==> config.mk <==
export PLATFORM = sky130hd
export DESIGN_NAME = bcd_add_sequencer
export DESIGN_NICKNAME = d
export VERILOG_FILES = /design/src/rtl/bcd_add_sequencer.sv
export SDC_FILE = /design/constraint.sdc
export NUM_CORES = 1
export LEC_CHECK = 0
export CAP_MARGIN = 20
export CORE_MARGIN = 2
export CORE_UTILIZATION = 45
export CTS_CLUSTER_DIAMETER = 60
export DETAILED_ROUTE_END_ITERATION = 8
export PLACE_DENSITY_LB_ADDON = 0.15
export SYNTH_ARGS = -nofsm -noshare
export SYNTH_HDL_FRONTEND = slang
export SYNTH_SLANG_ARGS = --single-unit
==> constraint.sdc <==
create_clock -name clk -period 10.6 [get_ports clk]
set_clock_uncertainty 0.05 [all_clocks]
set_input_delay 2.12 -clock clk [delete_from_list [all_inputs] [get_ports clk]]
set_output_delay 2.12 -clock clk [all_outputs]
set_load 0.01 [all_outputs]
==> src/rtl/bcd_add_sequencer.sv <==
// ---------------------------------------------------------------------------
// bcd_add_sequencer
//
// Purpose:
//   Adds two 4-digit BCD operands one digit per clock, digit 0 first. A
//   single 4-bit binary adder and one decimal-correction stage are shared by
//   all four digits. The operation is CHECK (1 cycle), ADD (4 cycles, one per
//   digit), then DONE (1 cycle), so done rises in the cycle after the fifth
//   clock edge following the start edge.
//
// Optional feature (compile-time macro):
//   BCD_ERR_CHECK_EN - when defined, CHECK scans all eight operand digits.
//   If any digit is above 9, error is set, sum and c_out stay 0, and the FSM
//   goes straight to DONE. When undefined, error is tied to 0 and invalid
//   digits are added with no flag.
//
// Ports:
//   clk        in   1   clock, all state changes on its rising edge
//   reset      in   1   asynchronous, active-high reset
//   start      in   1   begin one addition (sampled only in IDLE)
//   a, b       in   16  BCD operands, digit 0 in bits [3:0]
//   c_in       in   1   carry into digit 0
//   busy       out  1   high in every state other than IDLE
//   done       out  1   one-cycle pulse, result valid
//   sum        out  16  BCD result, held until the next accepted start
//   c_out      out  1   decimal carry out of digit 3
//   error      out  1   invalid-operand flag
//   state_dbg  out  2   current FSM state (0 IDLE, 1 CHECK, 2 ADD, 3 DONE)
//
// Handshake: start is a request with no ready. It is accepted on any rising
// edge where the block is in IDLE (busy=0) and start=1. It is ignored while
// busy=1. done pulses for exactly one cycle per accepted start unless reset
// intervenes, and the results stay stable until the next accepted start.
// ---------------------------------------------------------------------------
module bcd_add_sequencer (
    input  logic        clk,
    input  logic        reset,
    input  logic        start,
    input  logic [15:0] a,
    input  logic [15:0] b,
    input  logic        c_in,
    output logic        busy,
    output logic        done,
    output logic [15:0] sum,
    output logic        c_out,
    output logic        error,
    output logic [1:0]  state_dbg
);

    typedef enum logic [1:0] {
        S_IDLE  = 2'd0,
        S_CHECK = 2'd1,
        S_ADD   = 2'd2,
        S_DONE  = 2'd3
    } state_t;

    state_t      state;
    state_t      state_nxt;

    logic [15:0] a_q;
    logic [15:0] b_q;
    logic        carry_q;
    logic [1:0]  idx_q;
    logic [15:0] sum_q;
    logic        c_out_q;

    // Shared digit datapath.
    logic [3:0]  a_d;
    logic [3:0]  b_d;
    logic [4:0]  t;
    logic [3:0]  digit_fix;
    logic        carry_nxt;
    logic        operand_bad;

    // -----------------------------------------------------------------------
    // Digit adder and decimal correction. Adding 6 modulo 16 to a result
    // above 9 skips the six unused 4-bit codes; only the low nibble is kept.
    // -----------------------------------------------------------------------
    always_comb begin
        a_d       = a_q[{idx_q, 2'b00} +: 4];
        b_d       = b_q[{idx_q, 2'b00} +: 4];
        t         = {1'b0, a_d} + {1'b0, b_d} + {4'b0000, carry_q};
        carry_nxt = (t > 5'd9);
        if (carry_nxt) begin
            digit_fix = t[3:0] + 4'd6;
        end else begin
            digit_fix = t[3:0];
        end
    end

`ifdef BCD_ERR_CHECK_EN
    logic err_q;

    // Any of the eight registered operand digits above 9.
    always_comb begin
        operand_bad = 1'b0;
        for (int i = 0; i < 4; i++) begin
            if (a_q[i*4 +: 4] > 4'd9) operand_bad = 1'b1;
            if (b_q[i*4 +: 4] > 4'd9) operand_bad = 1'b1;
        end
    end

    always_ff @(posedge clk or posedge reset) begin
        if (reset) begin
            err_q <= 1'b0;
        end else if (state == S_IDLE && start) begin
            err_q <= 1'b0;
        end else if (state == S_CHECK && operand_bad) begin
            err_q <= 1'b1;
        end
    end

    assign error = err_q;
`else
    assign operand_bad = 1'b0;
    assign error       = 1'b0;
`endif

    // -----------------------------------------------------------------------
    // State register
    // -----------------------------------------------------------------------
    always_ff @(posedge clk or posedge reset) begin
        if (reset) begin
            state <= S_IDLE;
        end else begin
            state <= state_nxt;
        end
    end

    // -----------------------------------------------------------------------
    // Next-state logic
    // -----------------------------------------------------------------------
    always_comb begin
        state_nxt = state;
        case (state)
            S_IDLE:  if (start) state_nxt = S_CHECK;
            S_CHECK: state_nxt = operand_bad ? S_DONE : S_ADD;
            S_ADD:   if (idx_q == 2'd3) state_nxt = S_DONE;
            S_DONE:  state_nxt = S_IDLE;
            default: state_nxt = S_IDLE;
        endcase
    end

    // -----------------------------------------------------------------------
    // Outputs
    // -----------------------------------------------------------------------
    always_comb begin
        busy      = (state != S_IDLE);
        done      = (state == S_DONE);
        sum       = sum_q;
        c_out     = c_out_q;
        state_dbg = state;
    end

    // -----------------------------------------------------------------------
    // Datapath registers. Operands are captured only on an accepted start,
    // so a start seen while busy cannot disturb the running addition. Only
    // the digit at the current index is written in each ADD cycle.
    // -----------------------------------------------------------------------
    always_ff @(posedge clk or posedge reset) begin
        if (reset) begin
            a_q     <= 16'h0000;
            b_q     <= 16'h0000;
            carry_q <= 1'b0;
            idx_q   <= 2'd0;
            sum_q   <= 16'h0000;
            c_out_q <= 1'b0;
        end else begin
            case (state)
                S_IDLE: begin
                    if (start) begin
                        a_q     <= a;
                        b_q     <= b;
                        carry_q <= c_in;
                        idx_q   <= 2'd0;
                        sum_q   <= 16'h0000;
                        c_out_q <= 1'b0;
                    end
                end
                S_ADD: begin
                    sum_q[{idx_q, 2'b00} +: 4] <= digit_fix;
                    carry_q                    <= carry_nxt;
                    idx_q                      <= idx_q + 2'd1;
                    if (idx_q == 2'd3) c_out_q <= carry_nxt;
                end
                default: begin
                end
            endcase
        end
    end

endmodule

==> results of run 1 <==
power by group through the flow:
stage	Clock, W	Combinational, W	Sequential [W]
after CTS	0.000137	0.000750	0.000339
after global placement	0	0.000726	0.000340
after detailed placement	0	0.000745	0.000343
after floorplan	0	0.000579	0.000320
after global routing	0.000146	0.000813	0.000350
final	0.000132	0.000735	0.000338
per-stage QoR:
stage	utilization [%]	setup slack (ps)
after floorplan	-	6810
after global placement	58.3	6470
final	60.6	6620
after detailed placement	58.7	6380
after CTS	60.6	6580
after global routing	60.6	6370
registers in the layout, summed over array words and instances, names as in the netlist:
name       flops
a_q           16
sum           16
carry_q        1
idx_q          2
state_dbg      2
b_q           16
c_out          1
cells in the final DEF, fill, tap and decap left out, drive strengths merged, types with 2 or more instances in the layout:
cell type	count
a21oi	4
clkdlybuf4s50	56
mux2	32
inv	10
mux4	8
and3	2
nor2	5
fa	2
a21o	4
ha	12
o21ai	3
or2	2
nor3	2
nand3	5
buf	2
xnor2	2
nor2b	3
clkbuf	7
a22o	16
dfrtp	54
nand2	6
cells in the mapped netlist (all sizes together) (4+ instances only):
cell	n	area, sq um
mux4	8	180
mux2	32	360
ha	12	150
buf	5	23.8
a22o	16	140
a21oi	4	20.0
inv	10	37.5
nor2	5	18.8
dfrtp	54	1350
nand3	5	25.0
nand2	6	22.5
clkbuf	4	15.0
a21o	4	30.0
final cells by class:
cell class	instances	area share [%]
flip-flops and latches	54	40.2
inverters	10	1.12
multi-input cells	119	35.3
repair buffers	58	17.5
well taps	72	2.68
clock inverters	1	0.894
clock buffers	7	2.27
logic make-up (layout without fill, tap and decap cells):
kind of cell	count (synthesis)	in the layout	synth area share, %
other	1	1	0.144
XOR/XNOR	2	2	0.958
buffers and inverters	19	76	2.92
flip-flops	54	54	51.7
multiplexers	41	41	21.2
AND/OR/NAND/NOR	28	28	5.51
AO/OA/AOI/OAI	33	33	10.2
adder cells (fa/ha/maj)	14	14	7.28
routing by layer:
metal / GRT usage, % / up-vias
met5: 0 / -
met4: 4.07 / 0
met3: 4.38 / 4
met2: 24.9 / 47
met1: 22.6 / 834
li1: - / 808
worst max-delay path by stage:
stage | depth (start not counted) | end | start | slack (ps)
finish | 9 | sum[14] | idx_q[0] | 6620
global placement | 5 | sum[0] | start | 6470
global route | 9 | sum[2] | idx_q[0] | 6370
detailed placement | 5 | sum[0] | start | 6380
CTS | 9 | sum[14] | idx_q[0] | 6580
floorplan | 11 | sum[10] | idx_q[0] | 6810
==> summary.txt, run 1 <==
Status
  • Run status: finished clean

Timing
  • Slew @ Worst Pin: around 1100 ps
  • RSZ-0062 raised after global routing: no
  • Slew HR: between 20 and 30%
  • Final min period: 3980 ps
  • Final setup viols: 0
  • Final TNS setup: 0 ps
  • Period utilization: 37.5%
  • Fin. Hold Viols: 0
  • WHS: approximately 460 ps
  • Fmax achieved: approximately 250 MHz
  • Pins Over Slew Limit: 0

Placed design
  • RD Place Congestion: between 0.7 and 0.8
  • Placed cell count: roughly 310
  • IO Port Bufs: between 50 and 60
  • Area post-placement: 0.00325 sq mm
  • Post-DP HPWL: 3590 um

CTS
  • Hold buffer count at cts: 0
  • Cts bufs inserted: 5
  • CTS tree: yes
  • Post-CTS resize count: 0
  • Clk slew on worst S/H paths: around 90 ps
  • Htree depth: 2
  • Sink Count: between 50 and 60
  • Clock Tree Buf Depth: 2
  • Root buf cell: clkbuf_8
  • Clk_lat worst skew: roughly 300 ps
  • Postcts setup bufs: 0

Final layout
  • Count of filler cells inserted in the layout: around 470
  • # nets final: a little under 300
  • Share of layout cells above drive strength 1: between 20% and 30%
  • Non-Filler Instances: between 300 and 400
  • Antenna diodes: 0
  • Design Area, Final: ~0.0034 sq mm
  • Syn-to-layout area delta: 28.5%
  • Reg area: between 0.001 and 0.0015 sq mm
  • Multi-input logic area: approximately 0.0012 sq mm

Global route
  • Total GRT Usage: around 16%
  • Pin count of the biggest net entering global routing: 33
  • Total gr overflow: 0
  • Initial antenna violation count: 0
  • Vias in the first global route: about 1.6k
  • First-pass GRT wire length: between 7000 and 8000 um

Critical path
  • Worst r2r src: idx_q[0]
  • R2r endpoint: sum[14]
  • Critical path capture point type: flip-flop
  • CP cell instances: mux4_2, fa_1, fa_1, xnor2_1, ha_1, nor2b_1, o41a_4, mux2i_2, a22o_1
  • Worst stage delay on the critical path: 850 ps
  • Crit path top cell by count: fa_1
  • Kind of critical path: flip-flop to flip-flop
  • Delay-heaviest family, CP: adder cells
  • CP Launch Type: flip-flop
  • Crit path max-delay cell type: dfrtp_1
  • Worst endpoint data arrival time: ~4200 ps
  • Worst-path fanout max: 16
  • Critical path required time: approximately 11000 ps
  • Worst R2R Setup Slack: ~6600 ps
  • Worst R2R Path Depth: 9
  • Buf/Inv on CP: 0

Power
  • Comb pwr share: 61.0%
  • Max VDD drop: 280 uV
  • Total Power: 0.00120 W
  • Sw power: around 0.00049 W
  • Power Density: 359 mW/mm^2
  • Flop pwr share: between 20 and 30%
  • Clock power frac: between 10% and 20%
  • Internal power: 0.000711 W
  • Pleak: 1.45 nW
  • Sw frac: 41.0%

Route
  • Vias: around 1.7k
  • Vias per inst: approximately 5.3
  • Routed Antenna Nets: 0
  • Met3 wire length: roughly 220 um
  • Final WL: around 4700 um
  • Routed wl met2: between 2000 and 2500 um
  • Iter 0 DRT Violations: 103
  • Residual DRC count: 0
  • DR pass1 iterations: 4
  • Post-DR wirelength/cell: 14.7 um
  • Top layer in use: met4
  • Post-Route M1 WL: between 2000 and 2500 um

Flow run
  • Max-Cap Viols: 0

Synthesis
  • Post-synthesis average cell area: about 14 sq um
  • Post-synth cell types: 35
  • Seq/Total Area, Yosys: a little over 50%
  • Post-Syn Area: 0.00261 sq mm
  • Synth async-reset ratio: 100%
  • Number of synthesized flops with an enable pin: 0
  • #FFs+latches synth: between 50 and 60
  • Yosys warns: 0
  • Primary FF master, synth: dfrtp_1
  • Syn Nets: between 200 and 250
  • Mapped Cells: about 190

Die
  • IO Pins: 58
  • Die width: ~80 um
  • Row count: 27
  • Die Ht: around 80 um
  • Core footprint: 0.00554 sq mm
  • Initial cell density of the core: around 47%
  • Area of the die: about 0.0064 sq mm

Min path
  • Hold worst-path end: b_q[8]
  • HP Class: flip-flop to flip-flop
  • Hold path depth: 1
  • Hold_sp: b_q[8]
Power figures use the tool's default switching activity.
==> run 2, diff against run 1 <==
==> constraint.sdc (replaced) <==
create_clock -name clk -period 3.2 [get_ports clk]
set_clock_uncertainty 0.05 [all_clocks]
set_input_delay 0.64 -clock clk [delete_from_list [all_inputs] [get_ports clk]]
set_output_delay 0.64 -clock clk [all_outputs]
set_load 0.01 [all_outputs]
==> summary.txt, run 2 (same netlist as run 1, synthesis figures left out) <==
Timing
  • Pins Over Slew Limit: 0 (unchanged)
  • Fin. Hold Viols: 0 (unchanged)
  • Final setup viols: 0 (unchanged)
  • Period utilization: 99.8% (was 37.5%)
  • Final TNS setup: 0 ps (unchanged)
  • Fmax achieved: 313 MHz (was 252 MHz)
  • Slew HR: 25.7% (was 28.3%)
  • Final setup margin: 6.87 ps (was 6620 ps)
  • Final min period: 3190 ps (was 3980 ps)
  • RSZ-0062 raised after global routing: yes (was no)
  • Slew @ Worst Pin: 1100 ps (was 1060 ps)

Critical path
  • Kind of critical path: flip-flop to flip-flop (unchanged)
  • Worst stage delay on the critical path: 560 ps (was 850 ps)
  • Crit path top cell by count: fa_2 (was fa_1)
  • Crit path max-delay cell type: fa_2 (was dfrtp_1)
  • Worst-path fanout max: 4 (was 16)
  • Critical path required time: 3350 ps (was 10790 ps)
  • CP cell instances: mux4_2, fa_2, fa_2, inv_2, ha_4, nor2b_4, o41a_4, mux2i_4, a22o_1 (was mux4_2, fa_1, fa_1, xnor2_1, ha_1, nor2b_1, o41a_4, mux2i_2, a22o_1)
  • CP Launch Type: flip-flop (unchanged)
  • Worst endpoint data arrival time: 3340 ps (was 4170 ps)
  • Critical path capture point type: flip-flop (unchanged)

Route
  • Routed wl met2: 2470 um (was 2260 um)
  • DR pass1 iterations: 4 (unchanged)
  • Routed Antenna Nets: 0 (unchanged)
  • Post-DR wirelength/cell: 15.7 um (was 14.7 um)
  • Residual DRC count: 0 (unchanged)
  • Vias: 1745 (was 1693)
  • Top layer in use: met4 (unchanged)
  • Iter 0 DRT Violations: 97 (was 103)
  • Met3 wire length: 247 um (was 221 um)
  • Final WL: 5160 um (was 4710 um)
  • Post-Route M1 WL: 2380 um (was 2220 um)
  • Vias per inst: 5.30 (was 5.27)

Global route
  • Vias in the first global route: 1792 (was 1647)
  • Total GRT Usage: 17.9% (was 16.1%)
  • Pin count of the biggest net entering global routing: 33 (unchanged)
  • Initial antenna violation count: 0 (unchanged)
  • First-pass GRT wire length: 8690 um (was 7870 um)
  • Total gr overflow: 0 (unchanged)

Final layout
  • Reg area: 0.00135 sq mm (about the same)
  • Multi-input logic area: 0.00123 sq mm (was 0.00118 sq mm)
  • Most common library cell in the layout ignoring fill and taps: clkdlybuf4s50_1 (unchanged)
  • Count of filler cells inserted in the layout: 435 (was 473)
  • Antenna diodes: 0 (unchanged)
  • Share of layout cells above drive strength 1: 28.0% (was 22.1%)
  • # nets final: 307 (was 298)
  • Non-Filler Instances: 329 (was 321)
  • Syn-to-layout area delta: 31.2% (was 28.5%)
  • Commonest cells after routing, fill and taps aside: clkdlybuf4s50_1 (56), dfrtp_1 (53), mux2_2 (32) (was clkdlybuf4s50_1 (56), dfrtp_1 (54), mux2_2 (32))

Power
  • Max VDD drop: 796 uV (was 280 uV)
  • Pleak: 1.49 nW (was 1.45 nW)
  • Power Density: 1320 mW/mm^2 (was 359 mW/mm^2)

Die
  • Initial cell density of the core: 47.2% (unchanged)
  • Area of the die: 0.00643 sq mm (unchanged)
  • Row count: 27 (unchanged)
  • Core footprint: 0.00554 sq mm (unchanged)
  • Die width: 80.2 um (unchanged)
  • Die Ht: 80.2 um (unchanged)
  • IO Pins: 58 (unchanged)

CTS
  • Clock Tree Buf Depth: 2 (unchanged)
  • Htree depth: 2 (unchanged)
  • Hold buffer count at cts: 0 (unchanged)
  • Clk_lat worst skew: 300 ps (about the same)
  • Cts bufs inserted: 5 (unchanged)
  • Root buf cell: clkbuf_8 (unchanged)
  • Sink Count: 54 (unchanged)
  • Clk slew on worst S/H paths: 90 ps (about the same)
  • CTS tree: yes (unchanged)

Status
  • Run status: finished clean (unchanged)

Placed design
  • RD Place Congestion: 0.745 (was 0.759)
  • IO Port Bufs: 56 (unchanged)
  • Placed cell count: 322 (was 313)
  • Post-DP HPWL: 4020 um (was 3590 um)
  • DP Worst Slack: -44.2 ps (was 6380 ps)

Flow run
  • Max-Cap Viols: 0 (unchanged)

Min path
  • HP Class: flip-flop to flip-flop (unchanged)
-- run 2: worst max-delay path, delay by kind of cell, from the launching register on --
kind                       cells  cell delay [ps]
AOI/OAI and AO/OA              2              590
adders and majority gates      3             1110
buffers and inverters          1               50
DFF                            1              420
muxes                          2              750
and+or+nand+nor                1              120
-- run 2: cell type report --
cell class,count,share of cell area (%)
Sequential cell,54,39.5
Multi-Input combinational cell,119,35.8
Timing Repair Buffer,67,18.8
Tap cell,72,2.63
Clock buffer,5,2.01
Inverter,10,1.09
Clock inverter,2,0.292
-- run 2: repair_timing --
action | 4_1_cts | 5_1_grt
endpoints found under the setup margin | 8 | 9
buffers inserted | 0 | 0
gates resized for setup | 1 | 0
-- run 2: final timing paths --
| kind | start | slack (ps) | to | cells past startpoint |
|---|---|---|---|---|
| setup / recovery | idx_q[0] | 7 | sum[14] | 9 |
| hold / removal | b_q[9] | 460 | b_q[9] | 1 |
| setup reg to reg | idx_q[0] | 7 | sum[14] | 9 |
| hold reg to reg | b_q[9] | 460 | b_q[9] | 1 |
| max in group asynchronous | reset | 1910 | idx_q[0] | 3 |
| min in group asynchronous | reset | 580 | a_q[8] | 2 |
-- run 2: layer usage --
layer | vias up | track usage, %
met2 | 48 | 29.2
met5 | - | 0
met1 | 859 | 23.8
li1 | 832 | -
met3 | 6 | 4.16
met4 | 0 | 5.42
-- run 2: per-stage QoR --
stage	utilization, %	instance area (sq um)	hold WS (ps)	power [W]
after floorplan	-	2670	424	0.00336
after global placement	60.4	3350	432	0.00406
after detailed placement	60.4	3350	437	0.00419
after CTS	61.9	3430	459	0.00456
after global routing	61.9	3430	478	0.00489
final	61.9	3430	457	0.00452
-- run 2: report_power, final --
| part | internal, W | switching, W |
|---|---|---|
| combinational | 0.00161 | 0.00145 |
| sequential | 0.000942 | 0.000154 |
| clock | 0.000148 | 0.000213 |
==> run 3, diff against run 2 <==
--- a/config.mk
+++ b/config.mk
@@ -6,6 +6,7 @@
 export NUM_CORES = 1
 export LEC_CHECK = 0
 export CAP_MARGIN = 20
+export CORE_ASPECT_RATIO = 0.6
 export CORE_MARGIN = 2
 export CORE_UTILIZATION = 45
 export CTS_CLUSTER_DIAMETER = 60
==> summary.txt, run 3 (same netlist as run 1, synthesis figures left out) <==
Status
  • Run status: finished clean (unchanged)

Global route
  • Pin count of the biggest net entering global routing: 33 (unchanged)
  • Initial antenna violation count: 0 (unchanged)
  • Total GRT Usage: 18.8% (was 17.9%)
  • Vias in the first global route: 1826 (was 1792)
  • Total gr overflow: 0 (unchanged)
  • First-pass GRT wire length: 9280 um (was 8690 um)

Final layout
  • Antenna diodes: 0 (unchanged)
  • Count of filler cells inserted in the layout: 462 (was 435)
  • Most common library cell in the layout ignoring fill and taps: clkdlybuf4s50_1 (unchanged)
  • Syn-to-layout area delta: 32.7% (was 31.2%)
  • Design Area, Final: 0.00347 sq mm (was 0.00343 sq mm)
  • Share of layout cells above drive strength 1: 28.6% (was 28.0%)
  • Non-Filler Instances: 339 (was 329)
  • Commonest cells after routing, fill and taps aside: clkdlybuf4s50_1 (56), dfrtp_1 (53), mux2_2 (32) (unchanged)
  • # nets final: 308 (was 307)

Die
  • Initial cell density of the core: 46.7% (was 47.2%)
  • Core footprint: 0.00560 sq mm (was 0.00554 sq mm)
  • Area of the die: 0.00645 sq mm (was 0.00643 sq mm)
  • Row count: 21 (was 27)
  • Die Ht: 63.0 um (was 80.2 um)
  • Die width: 102 um (was 80.2 um)
  • IO Pins: 58 (unchanged)

CTS
  • Clk slew on worst S/H paths: 100 ps (was 90 ps)
  • Cts bufs inserted: 5 (unchanged)
  • Root buf cell: clkbuf_8 (unchanged)
  • Htree depth: 2 (unchanged)
  • CTS tree: yes (unchanged)
  • Hold buffer count at cts: 0 (unchanged)
  • Clk_lat worst skew: 310 ps (was 300 ps)
  • Sink Count: 54 (unchanged)
  • Clock Tree Buf Depth: 2 (unchanged)

Power
  • Total Power: 0.00455 W (was 0.00452 W)
  • Max VDD drop: 702 uV (was 796 uV)
  • Pleak: 1.50 nW (was 1.49 nW)
  • Power Density: 1310 mW/mm^2 (was 1320 mW/mm^2)

Critical path
  • Critical path required time: 3360 ps (was 3350 ps)
  • Crit path top cell by count: fa_2 (unchanged)
  • Crit path max-delay cell type: fa_2 (unchanged)
  • Worst stage delay on the critical path: 550 ps (was 560 ps)
  • CP Launch Type: flip-flop (unchanged)
  • CP cell instances: mux4_2, fa_2, fa_2, inv_2, ha_4, nor2b_4, o41a_4, mux2i_4, a22o_1 (unchanged)
  • Worst-path fanout max: 4 (unchanged)
  • Kind of critical path: flip-flop to flip-flop (unchanged)
  • Critical path capture point type: flip-flop (unchanged)
  • Worst endpoint data arrival time: 3310 ps (was 3340 ps)

Route
  • Vias per inst: 5.27 (was 5.30)
  • Routed Antenna Nets: 0 (unchanged)
  • Iter 0 DRT Violations: 80 (was 97)
  • Final WL: 5570 um (was 5160 um)
  • DR pass1 iterations: 4 (unchanged)
  • Residual DRC count: 0 (unchanged)
  • Vias: 1785 (was 1745)
  • Post-DR wirelength/cell: 16.4 um (was 15.7 um)

Timing
  • Fmax achieved: 318 MHz (was 313 MHz)
  • Final setup margin: 51.3 ps (was 6.87 ps)
  • Final min period: 3150 ps (was 3190 ps)
  • Fin. Hold Viols: 0 (unchanged)
  • Slew @ Worst Pin: 551 ps (was 1100 ps)
  • Slew HR: 63.0% (was 25.7%)
  • RSZ-0062 raised after global routing: yes (unchanged)
  • WHS: 460 ps (was 457 ps)
  • Final setup viols: 0 (unchanged)
  • Period utilization: 98.4% (was 99.8%)
  • Pins Over Slew Limit: 0 (unchanged)

Placed design
  • Area post-placement: 0.00336 sq mm (was 0.00335 sq mm)
  • DP Worst Slack: -16.4 ps (was -44.2 ps)
  • Placed cell count: 329 (was 322)
  • RD Place Congestion: 0.798 (was 0.745)
  • Post-DP HPWL: 4240 um (was 4020 um)
  • IO Port Bufs: 56 (unchanged)

Min path
  • HP Class: flip-flop to flip-flop (unchanged)

Flow run
  • Max-Cap Viols: 0 (unchanged)
==> run 3: cell types whose count changed in the layout (fill, tap and decap cells not counted), sizes merged <==
cell and change:
buf +1, clkinvlp +1
==> run 3: path summary, 6_finish.rpt <==
check	startpoint	endpoint	slack, ps	cells past startpoint
min in group asynchronous	reset	a_q[11]	640	2
worst max-delay path	idx_q[0]	sum[6]	50	9
worst min register to register	b_q[10]	b_q[10]	460	1
max in group asynchronous	reset	idx_q[0]	1900	3
worst max register to register	idx_q[0]	sum[6]	50	9
worst min-delay path	b_q[10]	b_q[10]	460	1
==> run 3: what timing repair did <==
item,4_1_cts,5_1_grt
pin swaps,2,0
buffers inserted,0,1
resized for setup,0,1
endpoints found under the setup margin,5,9
==> run 3: per-layer routing <==
layer  track usage (%)  routed length (um)
met1              32.2                3060
met2              23.3                2160
met3              4.92                 329
met4              3.50                   8
met5                 0                   0
==> run 3: metrics by stage <==
stage	setup TNS, ps	utilization, %
2_1_floorplan	-1280	-
3_3_place_gp	0	60.1
3_5_place_dp	-46.8	60.1
4_1_cts	-6.38	61.7
5_1_grt	-166	61.9
6_report	0	61.9
==> run 3: worst max-delay path, delay by kind of cell, from the launching register on <==
kind                     cells  cell delay, ps
adder cells (fa/ha/maj)      3            1090
multiplexers                 2             740
AO/OA/AOI/OAI                2             580
flip-flops                   1             420
AND/OR/NAND/NOR              1             120
buffers and inverters        1              50
==> run 3: where the power goes <==
| part | total [W] | switching [W] | leakage (nW) | internal [W] |
|---|---|---|---|---|
| Sequential | 0.00109 | 0.000150 | 0.675 | 0.000942 |
| Combinational | 0.00308 | 0.00146 | 0.778 | 0.00162 |
| Clock | 0.000381 | 0.000227 | 0.0441 | 0.000154 |
==> run 3: cell type report <==
cell class,count,area (sq um),share of cell area [%]
multi-input cells,119,1230,35.4
clock inverters,3,21.3,0.613
well taps,80,100,2.89
flip-flops and latches,54,1350,39.0
repair buffers,68,661,19.1
inverters,10,37.5,1.08
clock buffers,5,68.8,1.98
